[src/rtl/nc_ddsm_pkg.sv]
// Shared constants, types and helpers for the NC-DDSM MASH modulator stages.
// Optional build macro affecting users of this package: NC_MASH_STAGE3_EN.
package nc_ddsm_pkg;

    localparam int Y_WIDTH = 4;

    typedef logic signed [Y_WIDTH-1:0] nc_y_t;

    // Enabled cycles until the first output fed entirely by aligned carries.
    function automatic int fill_cycles(input int skew, input bit stage3_en);
        return stage3_en ? (2 * skew + 2) : (skew + 2);
    endfunction

endpackage

[src/rtl/mash_delay_line.sv]
// Enable-gated single-bit shift register of depth D with synchronous clear.
// D = 0 is a combinational pass-through.
module mash_delay_line #(
    parameter int D = 1
) (
    input  logic i_clk,
    input  logic i_rst_n,
    input  logic i_en,
    input  logic i_clr,
    input  logic i_d,
    output logic o_q
);

    generate
        if (D == 0) begin : g_pass
            logic unused_ctl;
            assign unused_ctl = i_clk ^ i_rst_n ^ i_en ^ i_clr;
            assign o_q = i_d;
        end else begin : g_sr
            logic [D-1:0] sr;

            always_ff @(posedge i_clk or negedge i_rst_n) begin
                if (!i_rst_n) begin
                    sr <= '0;
                end else if (i_clr) begin
                    sr <= '0;
                end else if (i_en) begin
                    sr[0] <= i_d;
                    for (int unsigned i = 1; i < D; i++) begin
                        sr[i] <= sr[i-1];
                    end
                end
            end

            assign o_q = sr[D-1];
        end
    endgenerate

endmodule

[src/rtl/mash_noise_cancel.sv]
// MASH carry alignment, noise-cancel differentiation and integer recombination.
// Build macro NC_MASH_STAGE3_EN selects 1-1-1 (defined) or 1-1 (undefined).
module mash_noise_cancel
    import nc_ddsm_pkg::*;
#(
    parameter int P_INT_WIDTH = 8,
    parameter int P_SKEW      = 1
) (
    input  logic                   i_clk,
    input  logic                   i_rst_n,
    input  logic                   i_en,
    input  logic                   i_clr,
    input  logic [P_INT_WIDTH-1:0] i_n_int,
    input  logic                   i_c1,
    input  logic                   i_c2,
    input  logic                   i_c3,
    output logic [P_INT_WIDTH:0]   o_div,
    output logic                   o_valid,
    output logic                   o_ovf
);

`ifdef NC_MASH_STAGE3_EN
    localparam bit STAGE3 = 1'b1;
`else
    localparam bit STAGE3 = 1'b0;
`endif

    localparam int C1_DELAY = STAGE3 ? 2 * P_SKEW : P_SKEW;
    localparam int FILL     = fill_cycles(P_SKEW, STAGE3);
    localparam int CNT_W    = $clog2(FILL + 1);
    localparam int SUM_W    = P_INT_WIDTH + 2;

    logic             c1a;
    logic             c2a;
    logic             c2a_z1;
    nc_y_t            d2;
    nc_y_t            d3;
    nc_y_t            y;
    logic [SUM_W-1:0] sum;
    logic             sum_neg;
    logic [CNT_W-1:0] fill_cnt;

    mash_delay_line #(.D(C1_DELAY)) u_c1_dly (
        .i_clk   (i_clk),
        .i_rst_n (i_rst_n),
        .i_en    (i_en),
        .i_clr   (i_clr),
        .i_d     (i_c1),
        .o_q     (c1a)
    );

    mash_delay_line #(.D(P_SKEW)) u_c2_dly (
        .i_clk   (i_clk),
        .i_rst_n (i_rst_n),
        .i_en    (i_en),
        .i_clr   (i_clr),
        .i_d     (i_c2),
        .o_q     (c2a)
    );

    always_ff @(posedge i_clk or negedge i_rst_n) begin
        if (!i_rst_n) begin
            c2a_z1 <= 1'b0;
        end else if (i_clr) begin
            c2a_z1 <= 1'b0;
        end else if (i_en) begin
            c2a_z1 <= c2a;
        end
    end

    assign d2 = nc_y_t'({3'b000, c2a}) - nc_y_t'({3'b000, c2a_z1});

`ifdef NC_MASH_STAGE3_EN
    logic c3_z1;
    logic c3_z2;

    always_ff @(posedge i_clk or negedge i_rst_n) begin
        if (!i_rst_n) begin
            c3_z1 <= 1'b0;
            c3_z2 <= 1'b0;
        end else if (i_clr) begin
            c3_z1 <= 1'b0;
            c3_z2 <= 1'b0;
        end else if (i_en) begin
            c3_z1 <= i_c3;
            c3_z2 <= c3_z1;
        end
    end

    assign d3 = nc_y_t'({3'b000, i_c3}) - nc_y_t'({2'b00, c3_z1, 1'b0})
              + nc_y_t'({3'b000, c3_z2});
`else
    logic unused_c3;
    assign unused_c3 = i_c3;
    assign d3 = '0;
`endif

    // 4-bit wraparound is exact because y stays within -3..+4.
    assign y       = nc_y_t'({3'b000, c1a}) + d2 + d3;
    assign sum     = {2'b00, i_n_int} + {{(SUM_W - Y_WIDTH){y[Y_WIDTH-1]}}, y};
    assign sum_neg = sum[SUM_W-1];

    always_ff @(posedge i_clk or negedge i_rst_n) begin
        if (!i_rst_n) begin
            o_div <= '0;
            o_ovf <= 1'b0;
        end else if (i_clr) begin
            o_div <= '0;
            o_ovf <= 1'b0;
        end else if (i_en) begin
            if (sum_neg) begin
                o_div <= '0;
                o_ovf <= 1'b1;
            end else begin
                o_div <= sum[P_INT_WIDTH:0];
            end
        end
    end

    always_ff @(posedge i_clk or negedge i_rst_n) begin
        if (!i_rst_n) begin
            fill_cnt <= '0;
        end else if (i_clr) begin
            fill_cnt <= '0;
        end else if (i_en && (fill_cnt != CNT_W'(FILL))) begin
            fill_cnt <= fill_cnt + 1'b1;
        end
    end

    assign o_valid = (fill_cnt == CNT_W'(FILL));

endmodule

[config.mk]
export PLATFORM = sky130hd
export DESIGN_NAME = mash_noise_cancel
export DESIGN_NICKNAME = d
export VERILOG_FILES = /design/src/rtl/nc_ddsm_pkg.sv /design/src/rtl/mash_delay_line.sv /design/src/rtl/mash_noise_cancel.sv
export SDC_FILE = /design/constraint.sdc
export NUM_CORES = 1
export LEC_CHECK = 0
export CORE_MARGIN = 5
export CORE_UTILIZATION = 45
export CTS_CLUSTER_DIAMETER = 150
export DETAILED_ROUTE_END_ITERATION = 8
export PLACE_DENSITY = 0.81
export SYNTH_ARGS = -nofsm -noshare
export SYNTH_HDL_FRONTEND = slang
export SYNTH_SLANG_ARGS = --single-unit
[constraint.sdc]
create_clock -name i_clk -period 2.79 [get_ports i_clk]
set_clock_uncertainty 0.05 [all_clocks]
set_input_delay 0.279 -clock i_clk [delete_from_list [all_inputs] [get_ports i_clk]]
set_output_delay 0.279 -clock i_clk [all_outputs]
set_load 0.02 [all_outputs]
Yosys cells after proc, flatten, opt, wreduce, memory -nomap -nowiden

Index checks and enable logic that the tools add are counted.

Flip-flop bits (word level): 15
Logic and storage cells: 31

Add/sub/neg operators: 4
Equality and inequality tests: 2
Multiplexer cells: 14
Reductions and logical operators: 5

Operators by type and width:

| kind                                                          | count |
|---|---|
| 9-bit two-way mux                                             | 3 |
| 9-bit by 3-bit adder with 10-bit output                       | 1 |
| 1-bit two-way mux                                             | 9 |
| 2-bit nonzero test                                            | 3 |
| 2-bit two-way mux                                             | 2 |
| 2-bit by 2-bit adder with 3-bit output                        | 1 |
| 2-bit by 1-bit adder with 2-bit output, second input constant | 1 |
| 2-bit equality test, second input constant                    | 1 |
| 2-bit != test, second input constant                          | 1 |
| 2-bit AND reduction                                           | 1 |
| 1-bit by 1-bit subtractor with 2-bit output                   | 1 |
| 1-bit logical AND                                             | 1 |

Depth between registers and ports, before layout

Depth in word-level cells: 6
Mapped depth: 11

By module

A second synthesis with hierarchy kept.

Cells, all modules: 125
Area total of the unflattened synthesis: 1,121.1 um^2

By module, submodules not included:

| module            | times used | cells each | area an instance (um^2) | seq. area each (um^2) |
|---|---|---|---|---|
| mash_noise_cancel | 1          | 119        | 1,043.5                 | 325.3 |
| mash_delay_line   | 2          | 3          | 38.8                    | 25.0 |

Worst setup path before layout

Ideal clock, no wire load.

Path type: reg-to-reg
Start point: register u_c2_dly.g_sr.sr (netlist: u_c2_dly.o_q)
End point: register o_div[8]
Arrival time: 2.416 ns
Data required time: 2.648 ns
Setup slack: 0.232 ns
Cell stages (with the launch flop): 9
Path buffers: 0
Period minus slack after synthesis: 2.558 ns
Cell sequence: dfrtp_1 > inv_1 > ha_1 > fa_1 > or4_1 > o32a_1 > a21o_1 > a211o_4 > o31ai_2

Longest elaborated chain between the ends: 6

Ends and longest elaborated chain:

| what                                        | RTL line                 | RTL |
|---|---|---|
| start: declaration                          | mash_delay_line.sv:20    | `logic [D-1:0] sr;` |
| start signal: indexed assignment            | mash_delay_line.sv:30    | `sr[i] <= sr[i-1];` |
| 1-bit by 1-bit subtractor with 2-bit output | mash_noise_cancel.sv:71  | `assign d2 = nc_y_t'({3'b000, c2a}) - nc_y_t'({3'b000, c2a_z1});` |
| 2-bit by 2-bit adder with 3-bit output      | mash_noise_cancel.sv:99  | `assign y = nc_y_t'({3'b000, c1a}) + d2 + d3;` |
| 9-bit by 3-bit adder with 10-bit output     | mash_noise_cancel.sv:100 | `assign sum = {2'b00, i_n_int} + {{(SUM_W - Y_WIDTH){y[Y_WIDTH-1]}}, y};` |
| 9-bit two-way mux                           | mash_noise_cancel.sv:111 | `if (sum_neg) begin` |
| 9-bit two-way mux                           | mash_noise_cancel.sv:110 | `end else if (i_en) begin` |
| 9-bit two-way mux                           | mash_noise_cancel.sv:107 | `end else if (i_clr) begin` |
| end signal: assignment                      | mash_noise_cancel.sv:115 | `o_div <= sum[P_INT_WIDTH:0];` |
| end: declaration                            | mash_noise_cancel.sv:17  | `output logic [P_INT_WIDTH:0] o_div,` |

Every way passes these cells. The select of a mux whose other input is x is not followed.
A chain may end at the register's enable or synchronous reset.

Worst setup path after layout

Ends and elaborated chain as after synthesis.

==> key figures <==
Place
  – DP Cell Count: 175
  – Count of input and output buffers: 24
  – GPL Wtd Cong: about 0.78
  – DP HPWL: around 1.9 mm

Routing
  – Detailed-route via count: ~1k
  – Final Routed Wirelength: ~2.4 mm
  – Wire per inst: around 14 um
  – DR pass1 iterations: 4
  – Iter 0 DRT Violations: 31
  – Routed Antenna Nets: 0
  – Vias per cell: between 5 and 6
  – # DRC: 0

Global route
  – GRT Residual Overflow: 0
  – Pin count of the biggest net entering global routing: 16
  – Vias in the first global route: around 900
  – Total GRT Usage: between 10% and 20%
  – Initial antenna violation count: 0
  – First-pass GRT wire length: approximately 4.0 mm

STA
  – Max-slew violations: 0
  – Tcrit/Tclk final: slightly below 100%
  – Final min period: approximately 2700 ps
  – WHS: approximately 360 ps
  – Hold violation count in the final report: 0
  – Max Clock Freq: 373.0 MHz
  – Setup violators final: 0
  – Tightest Pin Transition: 685.8 ps
  – Worst slew margin: 54.14%

Critical path
  – Crit. End Element: register
  – Critical path's top delay family: compound AO/OA/AOI/OAI gates
  – Critical Path, Cell by Cell: inv_1 -> ha_1 -> fa_1 -> or4_1 -> o32a_1 -> a21o_1 -> a211o_4 -> o31ai_2
  – Crit path max fanout: 9
  – Critical path launch point type: register
  – Worst EP arrival: approximately 2800 ps
  – Worst path max stage delay: 400 ps
  – Buf/Inv on CP: 1
  – Cell depth of the worst flop-to-flop path: 8
  – CP max stage cell: or4_1
  – R2r endpoint: o_div[8]$_DFFE_PN0P_
  – FF-to-FF Start: u_c2_dly.o_q$_DFFE_PN0P_
  – Worst endpoint required time: 2930 ps
  – Reg-to-reg setup timing slack: ~110 ps
  – Worst setup path category: register to register

Clocking
  – Clk sinks: 15
  – Clock slew at reported path FFs: ~80 ps
  – Clock latency on the worst-skew pair: ~280 ps
  – Num CTS Buffers: 3
  – Post-CTS Hold Fix Bufs: 0
  – H-tree levels: 1
  – # resized after CTS: 0
  – Clock tree root buffer cell: clkbuf_4
  – CTS tree: yes
  – CTS max path bufs: 2

Synth
  – YS warnings: 0
  – Post-synth top area share: 33.94%
  – Post-Syn Area per Cell: about 8.8 sq um
  – Post-synth top flop: dfrtp_1
  – Post-Syn Nets: about 150
  – FF+latch count, synth: 15
  – Distinct cells, synth: 43
  – Fraction of registers with async set/reset: 100.0%
  – Gate Count Post-Synth: between 100 and 150
  – Seq/Total Area, Yosys: roughly 34%
  – Synth Cell Area: between 1000 and 1500 sq um
  – Number of synthesized flops with an enable pin: 0
  – Post-synth top area cell: dfrtp_1
  – Ranking of synthesized cells by area: dfrtp_1, ha_1, nand2_1

Power and ir drop
  – Leakage: slightly above 0.6 nW
  – Pwr dens: about 370 nW/um^2
  – Pwr Total: 0.5161 mW
  – Peak VDD IR: between 0.0002 and 0.00025 V

Flow run
  – Max_cap viols: 0

Finish
  – Util after Layout: 58.31%
  – P&R area growth vs syn: 27.04%
  – Seq. cell area: ~380 sq um
  – Final #Nets: 172
  – Antenna cell count: 0
  – Leading cell type in the layout, fill and taps excluded: clkdlybuf4s50_1
  – Share of post-route cells with drive strength above 1: about 7.3%
  – Most frequent cells in the layout: clkdlybuf4s50_1, nand2_1, dfrtp_1
  – Multi-input logic area: roughly 660 sq um
  – Final Non-Filler Cells: 180
  – Fillers: between 200 and 250

Floorplanning
  – Die H: 59.58 um
  – Core area: about 2400 sq um
  – Die Wd: 59.58 um
  – Die area: between 3000 and 4000 sq um
  – Top-Level Pins: 26
  – Initial Utilization: around 46%
  – Row count: 18

Min path
  – Hold WC Path Type: input pin to async pin

Run status
  – Status: finished clean
## report_power, final
group / switching [mW] / internal [mW] / leakage [nW]
clock network: 0.0629 / 0.0555 / 0.0150
logic: 0.0818 / 0.0749 / 0.390
registers: 0.00853 / 0.232 / 0.201
## cell usage after synthesis (all sizes together), types with 2 or more instances
cell type and number:
nand3 3, buf 3, a31oi 2, a211o 2
o31ai 3, xor2 4, a21oi 3, clkbuf 6
nand2 16, o21ai 9, nand2b 3, nor2 9
ha 5, a21o 2, nor4b 2, inv 8
dfrtp 15, o211ai 2, xnor2 6, nor2b 2
mux2i 4
## through the flow
stage          setup slack (ps)  TNS (ps)  area (sq um)
2_1_floorplan             232.4         0          1106
3_3_place_gp              43.06         0          1371
3_5_place_dp              6.479         0          1371
4_1_cts                   85.70         0          1398
5_1_grt                 -0.6246   -0.6246          1405
6_report                  109.2         0          1405
## registers in the layout (all words and copies together) (netlist names)
signal,flops
fill_cnt,2
o_ovf,1
u_c1_dly.o_q,1
u_c2_dly.o_q,1
c2a_z1,1
o_div,9
## layer usage
metal | GRT usage [%] | up-vias | routed length [um]
li1 | - | 492 | -
met1 | 19.54 | 470 | 1038
met2 | 24.49 | 40 | 1196
met3 | 1.525 | 7 | 143
met4 | 6.646 | 0 | 52
met5 | 0 | - | 0
## repair_timing
action,in CTS,in global routing
endpoints found under the setup margin,0,2
hold endpoints to repair,0,0
setup buffers,0,1
## how the worst max path moves through the flow
stage | start | end | slack [ps] | depth (start not counted)
floorplan | u_c2_dly.o_q$_DFFE_PN0P_ | o_div[8]$_DFFE_PN0P_ | 230 | 8
global placement | i_n_int[0] | o_div[8]$_DFFE_PN0P_ | 40 | 8
detailed placement | i_n_int[0] | o_div[8]$_DFFE_PN0P_ | 6 | 8
CTS | u_c2_dly.o_q$_DFFE_PN0P_ | o_div[8]$_DFFE_PN0P_ | 90 | 8
global route | u_c2_dly.o_q$_DFFE_PN0P_ | o_div[8]$_DFFE_PN0P_ | -0.6 | 8
finish | u_c2_dly.o_q$_DFFE_PN0P_ | o_div[8]$_DFFE_PN0P_ | 110 | 8
## kinds of logic after synthesis
logic type      after synthesis  share of synthesized area, %
compound gates               31                         20.81
buf+inv                      17                         6.560
fa+ha+maj                     6                         7.466
xor+xnor                     10                         7.918
simple gates                 43                         19.68
flops                        15                         33.94
mux                           4                         3.620
## area by class of cell
type | instances | share of cell area, %
well taps | 30 | 2.671
repair buffers | 29 | 19.77
multi-input cells | 94 | 46.84
flip-flops and latches | 15 | 26.71
clock buffers | 4 | 1.870
inverters | 8 | 2.137
Note: power is estimated with default switching activity, not from simulation.
